===== src/rtl/switch_mcu_wb_regfile_pkg.sv =====
// Shared constants and types for the switch MCU write-back stage.
// Source indices give fixed write-back priority: 0 is the highest.
package switch_mcu_pkg;

  localparam int XLEN = 32;
  localparam int AW   = 5;
  localparam int NSRC = 4;
  localparam int NREG = 1 << AW;

  localparam int SRC_LOAD = 0;
  localparam int SRC_R    = 1;
  localparam int SRC_I    = 2;
  localparam int SRC_U    = 3;

  typedef struct packed {
    logic            valid;
    logic [AW-1:0]   addr;
    logic [XLEN-1:0] data;
  } wb_slot_t;

endpackage


===== src/rtl/switch_mcu_wb_regfile_if.sv =====
// Write-back and decoder read-port bundle between execute units and the register file.
// The master modport is the core side and the slave modport is the register file.
interface switch_mcu_wb_regfile_if;
  import switch_mcu_pkg::*;

  logic [NSRC-1:0]      in_wb_wen;
  logic [NSRC*AW-1:0]   in_wb_waddr;
  logic [NSRC*XLEN-1:0] in_wb_wdata;
  logic [AW-1:0]        in_rs1_addr;
  logic [AW-1:0]        in_rs2_addr;
  logic [XLEN-1:0]      out_rs1_data;
  logic [XLEN-1:0]      out_rs2_data;
  logic                 out_rd_hazard;
  logic                 out_wb_busy;
  logic                 out_wb_overflow;

  modport master (
    output in_wb_wen, in_wb_waddr, in_wb_wdata, in_rs1_addr, in_rs2_addr,
    input  out_rs1_data, out_rs2_data, out_rd_hazard, out_wb_busy, out_wb_overflow
  );

  modport slave (
    input  in_wb_wen, in_wb_waddr, in_wb_wdata, in_rs1_addr, in_rs2_addr,
    output out_rs1_data, out_rs2_data, out_rd_hazard, out_wb_busy, out_wb_overflow
  );

endinterface


===== src/rtl/switch_mcu_wb_regfile_arb.sv =====
// Combinational fixed-priority pick over the write-back candidates.
// The lowest-index valid candidate wins.
module switch_mcu_wb_arb
  import switch_mcu_pkg::*;
#(
  parameter int N = NSRC,
  parameter int W = XLEN,
  parameter int A = AW
) (
  input  logic [N-1:0]   cand_v_i,
  input  logic [N*A-1:0] cand_addr_i,
  input  logic [N*W-1:0] cand_data_i,
  output logic [N-1:0]   grant_o,
  output logic           win_valid_o,
  output logic [A-1:0]   win_addr_o,
  output logic [W-1:0]   win_data_o
);

  always_comb begin
    grant_o     = '0;
    win_addr_o  = '0;
    win_data_o  = '0;
    win_valid_o = |cand_v_i;
    // Scan from the lowest priority upward so the last hit is the winner.
    for (int i = N - 1; i >= 0; i--) begin
      if (cand_v_i[i]) begin
        grant_o    = '0;
        grant_o[i] = 1'b1;
        win_addr_o = cand_addr_i[i*A +: A];
        win_data_o = cand_data_i[i*W +: W];
      end
    end
  end

endmodule


===== src/rtl/switch_mcu_wb_regfile.sv =====
// Write-back merge and 32x32 integer register file with parked-write slots,
// read bypass of the current winner, and a decoder stall hazard.
module switch_mcu_wb_regfile
  import switch_mcu_pkg::*;
(
  input  logic                  in_clk,
  input  logic                  in_rst,
  switch_mcu_wb_regfile_if.slave wb
);

  logic [XLEN-1:0]      rf_q [NREG];
  wb_slot_t [NSRC-1:0]  pend_q, pend_d;
  logic                 busy_q, busy_d;
  logic                 ovf_q, ovf_set;

  logic [NSRC-1:0]      live_v;
  logic [NSRC-1:0]      cand_v;
  logic [NSRC*AW-1:0]   cand_addr;
  logic [NSRC*XLEN-1:0] cand_data;
  logic [NSRC-1:0]      grant;
  logic                 win_valid;
  logic [AW-1:0]        win_addr;
  logic [XLEN-1:0]      win_data;

  // Writes to x0 are dropped here so they never arbitrate or park.
  always_comb begin
    live_v    = '0;
    cand_v    = '0;
    cand_addr = '0;
    cand_data = '0;
    for (int i = 0; i < NSRC; i++) begin
      live_v[i] = wb.in_wb_wen[i] && (wb.in_wb_waddr[i*AW +: AW] != '0);
      cand_v[i] = pend_q[i].valid || live_v[i];
      if (pend_q[i].valid) begin
        cand_addr[i*AW +: AW]     = pend_q[i].addr;
        cand_data[i*XLEN +: XLEN] = pend_q[i].data;
      end else begin
        cand_addr[i*AW +: AW]     = wb.in_wb_waddr[i*AW +: AW];
        cand_data[i*XLEN +: XLEN] = wb.in_wb_wdata[i*XLEN +: XLEN];
      end
    end
  end

  switch_mcu_wb_arb #(.N(NSRC), .W(XLEN), .A(AW)) u_arb (
    .cand_v_i    (cand_v),
    .cand_addr_i (cand_addr),
    .cand_data_i (cand_data),
    .grant_o     (grant),
    .win_valid_o (win_valid),
    .win_addr_o  (win_addr),
    .win_data_o  (win_data)
  );

  // A retiring slot frees up in time to take this cycle's live write.
  always_comb begin
    pend_d  = pend_q;
    ovf_set = 1'b0;
    busy_d  = 1'b0;
    for (int i = 0; i < NSRC; i++) begin
      if (pend_q[i].valid && grant[i]) begin
        pend_d[i].valid = 1'b0;
      end
      if (live_v[i] && !(grant[i] && !pend_q[i].valid)) begin
        if (pend_d[i].valid) begin
          ovf_set = 1'b1;
        end else begin
          pend_d[i].valid = 1'b1;
          pend_d[i].addr  = wb.in_wb_waddr[i*AW +: AW];
          pend_d[i].data  = wb.in_wb_wdata[i*XLEN +: XLEN];
        end
      end
      busy_d = busy_d || pend_d[i].valid;
    end
  end

  always_ff @(posedge in_clk or negedge in_rst) begin
    if (!in_rst) begin
      for (int r = 0; r < NREG; r++) begin
        rf_q[r] <= '0;
      end
      pend_q <= '0;
      busy_q <= 1'b0;
      ovf_q  <= 1'b0;
    end else begin
      pend_q <= pend_d;
      busy_q <= busy_d;
      ovf_q  <= ovf_q || ovf_set;
      if (win_valid) begin
        rf_q[win_addr] <= win_data;
      end
    end
  end

  function automatic logic [XLEN-1:0] read_port(input logic [AW-1:0] ra);
    logic [XLEN-1:0] rd;
    if (ra == '0) begin
      rd = '0;
    end else if (win_valid && (win_addr == ra)) begin
      rd = win_data;
    end else begin
      rd = rf_q[ra];
    end
    return rd;
  endfunction

  // Losing live writes count too: they park at the next edge.
  always_comb begin
    wb.out_rd_hazard = 1'b0;
    for (int i = 0; i < NSRC; i++) begin
      if (cand_v[i] && !grant[i]) begin
        if ((wb.in_rs1_addr != '0) && (cand_addr[i*AW +: AW] == wb.in_rs1_addr)) begin
          wb.out_rd_hazard = 1'b1;
        end
        if ((wb.in_rs2_addr != '0) && (cand_addr[i*AW +: AW] == wb.in_rs2_addr)) begin
          wb.out_rd_hazard = 1'b1;
        end
      end
    end
  end

  assign wb.out_rs1_data    = read_port(wb.in_rs1_addr);
  assign wb.out_rs2_data    = read_port(wb.in_rs2_addr);
  assign wb.out_wb_busy     = busy_q;
  assign wb.out_wb_overflow = ovf_q;

endmodule


===== src/flat_wrapper.sv =====
// flat-port wrapper written by rule: the top's interface ports become plain ports
module switch_mcu_wb_regfile_flat import switch_mcu_pkg::*;
  (in_clk, in_rst, wb_in_wb_wen, wb_in_wb_waddr, wb_in_wb_wdata, wb_in_rs1_addr, wb_in_rs2_addr, wb_out_rs1_data, wb_out_rs2_data, wb_out_rd_hazard, wb_out_wb_busy, wb_out_wb_overflow);
  switch_mcu_wb_regfile_if wb_i ();
  input  logic in_clk;
  input  logic in_rst;
  input wire logic [$bits(wb_i.in_wb_wen)-1:0] wb_in_wb_wen;
  input wire logic [$bits(wb_i.in_wb_waddr)-1:0] wb_in_wb_waddr;
  input wire logic [$bits(wb_i.in_wb_wdata)-1:0] wb_in_wb_wdata;
  input wire logic [$bits(wb_i.in_rs1_addr)-1:0] wb_in_rs1_addr;
  input wire logic [$bits(wb_i.in_rs2_addr)-1:0] wb_in_rs2_addr;
  output wire logic [$bits(wb_i.out_rs1_data)-1:0] wb_out_rs1_data;
  output wire logic [$bits(wb_i.out_rs2_data)-1:0] wb_out_rs2_data;
  output wire logic [$bits(wb_i.out_rd_hazard)-1:0] wb_out_rd_hazard;
  output wire logic [$bits(wb_i.out_wb_busy)-1:0] wb_out_wb_busy;
  output wire logic [$bits(wb_i.out_wb_overflow)-1:0] wb_out_wb_overflow;
  assign wb_i.in_wb_wen = wb_in_wb_wen;
  assign wb_i.in_wb_waddr = wb_in_wb_waddr;
  assign wb_i.in_wb_wdata = wb_in_wb_wdata;
  assign wb_i.in_rs1_addr = wb_in_rs1_addr;
  assign wb_i.in_rs2_addr = wb_in_rs2_addr;
  assign wb_out_rs1_data = wb_i.out_rs1_data;
  assign wb_out_rs2_data = wb_i.out_rs2_data;
  assign wb_out_rd_hazard = wb_i.out_rd_hazard;
  assign wb_out_wb_busy = wb_i.out_wb_busy;
  assign wb_out_wb_overflow = wb_i.out_wb_overflow;
  switch_mcu_wb_regfile u_core (.in_clk(in_clk), .in_rst(in_rst), .wb(wb_i));
endmodule

===== config.mk =====
export PLATFORM = sky130hd
export DESIGN_NAME = switch_mcu_wb_regfile_flat
export DESIGN_NICKNAME = d
export VERILOG_FILES = /design/src/rtl/switch_mcu_wb_regfile_pkg.sv /design/src/rtl/switch_mcu_wb_regfile_if.sv /design/src/rtl/switch_mcu_wb_regfile_arb.sv /design/src/rtl/switch_mcu_wb_regfile.sv /design/src/flat_wrapper.sv
export SDC_FILE = /design/constraint.sdc
export NUM_CORES = 2
export LEC_CHECK = 0
export BUFFER_PORTS_ARGS = -buffer_cell sky130_fd_sc_hd__buf_2
export CELL_PAD_IN_SITES_DETAIL_PLACEMENT = 0
export CELL_PAD_IN_SITES_GLOBAL_PLACEMENT = 1
export CORE_UTILIZATION = 47
export DETAILED_ROUTE_END_ITERATION = 10
export HOLD_SLACK_MARGIN = 0.12
export MAX_ROUTING_LAYER = met4
export PLACE_DENSITY = 0.85
export SLEW_MARGIN = 30
export SYNTH_ARGS = -nofsm -noshare
export SYNTH_HDL_FRONTEND = slang
export SYNTH_SLANG_ARGS = --single-unit

===== constraint.sdc =====
create_clock -name in_clk -period 6.3 [get_ports in_clk]
set_input_delay 0.945 -clock in_clk [delete_from_list [all_inputs] [get_ports in_clk]]
set_output_delay 0.945 -clock in_clk [all_outputs]
set_load 0.02 [all_outputs]

==> summary.md <==
| Metric | Value |
|---|---|
| Overall die area | between 100000 and 150000 um^2 |
| Clk Latency, worst-skew pair | 750 ps |
| Clock transition at path regs | 60 ps |
| Sequential-to-total area share from yosys stat | between 40% and 50% |
| Final core utilization | a little over half |
| Hold Vio Cnt, Final | 0 |
| CP endpoint kind | output port |
| Max_slew headroom | between 20 and 30% |
| Combinational family with the most area after synthesis | multiplexers |
| CP Max Fanout | 33 |
| Largest net degree at the start of global routing | 185 |
| Avg WL per Cell | ~28 um |
| Post-synth ARST share | 100% |
| Worst Max-Slew Pin Slew | around 1100 ps |
| Worst Setup Path Type | input pin to output port |
| Die Wd | ~370 um |
| Outcome | completed |
| Final worst path period share | approximately nine tenths |
| Synth top area cells | dfrtp_1 48%, mux4_2 23%, a21oi_1 5.2% |
| Cts repair resizes | 0 |
| CTS root buf | clkbuf_16 |
| Fin. max-slew vios | 0 |
| Critical Path RT | ~5400 ps |
| Fin nets | roughly 5400 |
| DR WL met2 | 87500 um |
| Max_cap viols | 0 |
| Syn Std Cell Area | around 62000 um^2 |
| RSZ-0062 raised after global routing | false |
| LEAKAGE | just under 30 nW |
| Commonest cells in the netlist | 1178 x dfrtp_1, 640 x mux4_2, 638 x a21oi_1, 627 x nor2_1, 502 x o21ai_0 |
| Starting DRC count in detailed routing | around 5700 |
| Gpl congestion | a little over 0.9 |
| Synth Area in Compound Gates | 11.5% |
| Post-route ant nets | 0 |
| Post-Syn Nets | 5394 |
| Rows | 132 |
| Wire length on met3 | 22100 um |
| Area growth from synthesis to layout | 12.3% |
| Share of the synthesized area in the top cell type | between 40% and 50% |
| All-Layer GR Usage | 30.8% |
| CTS Buf Count | between 100 and 150 |
| Routed vias | around 46000 |
| Core Region | between 100000 and 150000 um^2 |
| Layout cells sized above 1 | around 28% |
| # hold bufs at CTS | 0 |
| Total placed cells including tap cells | between 6000 and 7000 |
| Final min period | roughly 5600 ps |
| Post-CTS Setup Inserts | 0 |
| Warnings, synthesis | 0 |
| DR pass1 iterations | 8 |
| Maximum clock path buffer count | 3 |
| EDFF count, synth | 0 |
| CP arrival | between 4000 and 5000 ps |
| Detailed Place HPWL | between 100000 and 150000 um |
| Critical Path Source Type | input pin |
| Most frequent cell after synthesis | dfrtp_1 |
| VDD IR max | 0.000360 V |
| Fin Setup TNS | 0 ps |
| Routed vias/inst | ~6.5 |
| Post-synth cell types | 54 |
| Fillers | 11015 |
| Buffers on Ports | 230 |
| Initial antenna violation count | 5 |
| Initial Util | between 40 and 50% |
| TritonCTS clock tree | built |
| Fmax | around 180 MHz |
| PD cells | ~470 nW/um^2 |
| Total gr overflow | 0 |
| H-tree level count | 3 |
| Biggest area consumer among synthesized cells | dfrtp_1 |
| Final wirelength | 196000 um |
| Wire length on met1 | a little under 80000 um |
| Setup-failing EPs final | 0 |
| Total power | roughly 0.032 W |
| #FFs+latches synth | approximately 1200 |
| Hold Path Class | input pin to asynchronous set/reset pin |
| Drc violations | 0 |
| Multiplexer share of the synthesized area | roughly 29% |
| I/O Pins | between 200 and 250 |
| Synth Area in Adders | 0.0162% |
| DR top layer | met4 |
| Post-Layout Cell Count | just over 7000 |
| Mapped Cells | ~5200 |
| Post-synthesis area per instance | between 10 and 15 um^2 |
| First-pass GRT wire length | 295000 um |
| Worst Skew | between 20 and 25 ps |
| # clock sinks | 1178 |
| Die Ht | 365 um |
| Vias in the first global route | 45452 |
| Dominant synthesized flop cell | dfrtp_1 |
| Post-Synth XOR/XNOR Area | 0.608% |
| Simple-gate share of the synthesized area | under 10% |
[critical path: stages]
cell and delay, ps:
buf_2 110, or4_1 590, o22ai_1 220, nand2_1 260
o311ai_4 560, xor2_1 170, nand3_2 100, buf_4 370
or2_2 800, o211a_1 280, buf_2 160
[placed cells by master (no fill, tap or decap), types with 6 or more instances in the layout]
master | Yosys | final
clkinv_2 | 0 | 21
nand4_1 | 7 | 7
clkbuf_16 | 0 | 117
clkbuf_8 | 0 | 29
nor4_1 | 6 | 6
nand3_4 | 0 | 6
nand3_1 | 16 | 6
nor4_4 | 8 | 8
mux2_2 | 193 | 193
o211a_1 | 65 | 65
nor3_4 | 7 | 8
buf_4 | 0 | 140
bufinv_16 | 0 | 15
o21a_2 | 0 | 15
nor3_1 | 9 | 8
dfrtp_1 | 1178 | 1174
mux2i_1 | 130 | 130
buf_2 | 95 | 219
nand2_1 | 496 | 493
a21oi_1 | 638 | 638
mux4_2 | 640 | 640
nor2_1 | 627 | 624
xor2_1 | 8 | 8
buf_12 | 0 | 38
o221ai_1 | 33 | 33
clkbuf_1 | 377 | 22
a221oi_4 | 1 | 14
xnor2_1 | 35 | 35
o21ai_0 | 502 | 501
inv_1 | 16 | 16
[sequential cells by signal, indices dropped and copies added, names as in the netlist]
signal	count
u_core.wb.out_wb_busy	1
u_core.rf_q	1024
u_core.wb.out_wb_overflow	1
u_core.pend_q	152
[logic make-up (layout without fill, tap and decap cells)]
| logic type | after synthesis | after routing |
|---|---|---|
| fa+ha+maj | 1 | 1 |
| buf+inv | 548 | 638 |
| xor+xnor | 43 | 43 |
| mux | 963 | 963 |
| simple gates | 1204 | 1204 |
| compound gates | 1293 | 1293 |
| flops | 1178 | 1178 |
| other cells | 0 | 2 |
[power by group]
| part | leakage (nW) | internal [W] | switching [W] |
|---|---|---|---|
| clock | 2.01 | 0.00436 | 0.00308 |
| combinational | 12.8 | 0.00586 | 0.00543 |
| sequential | 14.3 | 0.0111 | 0.00257 |
[path summary, 6_finish.rpt]
path,slack [ps],startpoint,depth (start not counted),endpoint
min in group in_clk,450,wb_in_wb_wdata[72],2,u_core.pend_q[84]$_DFFE_PN0P_
max,730,wb_in_wb_waddr[0],11,wb_out_rs2_data[14]
max reg2reg,2070,u_core.pend_q[37]$_DFF_PN0_,10,u_core.rf_q[816]$_DFFE_PN0P_
max in group asynchronous,4450,in_rst,3,u_core.rf_q[93]$_DFFE_PN0P_
min,260,in_rst,1,u_core.pend_q[64]$_DFFE_PN0P_
min reg2reg,500,u_core.rf_q[674]$_DFFE_PN0P_,2,u_core.rf_q[674]$_DFFE_PN0P_
[through the flow]
| stage | setup WS [ps] | cell area [um^2] | hold WS [ps] |
|---|---|---|---|
| finish | 725 | 69600 | 257 |
| global placement | 903 | 65400 | 473 |
| floorplan | 1550 | 62000 | 461 |
| CTS | 803 | 69500 | 258 |
| detailed placement | 819 | 65500 | 483 |
| global route | 535 | 69600 | 298 |
[layout make-up]
cell class	instances	area [um^2]	area share [%]
Clock inverter	48	669	0.962
Antenna cell	2	5.00	0.00719
Tap cell	1742	2180	3.13
Clock buffer	168	3410	4.90
Multi-Input combinational cell	3504	30700	44.1
Timing Repair Buffer	406	3060	4.40
Inverter	16	60.1	0.0863
Sequential cell	1178	29500	42.4
[per-layer routing]
metal,track usage [%],up-vias
met5,-,-
met4,12.0,0
met3,7.49,523
met2,44.2,2530
met1,42.5,23706
li1,-,19225
Power figures use the tool's default switching activity.
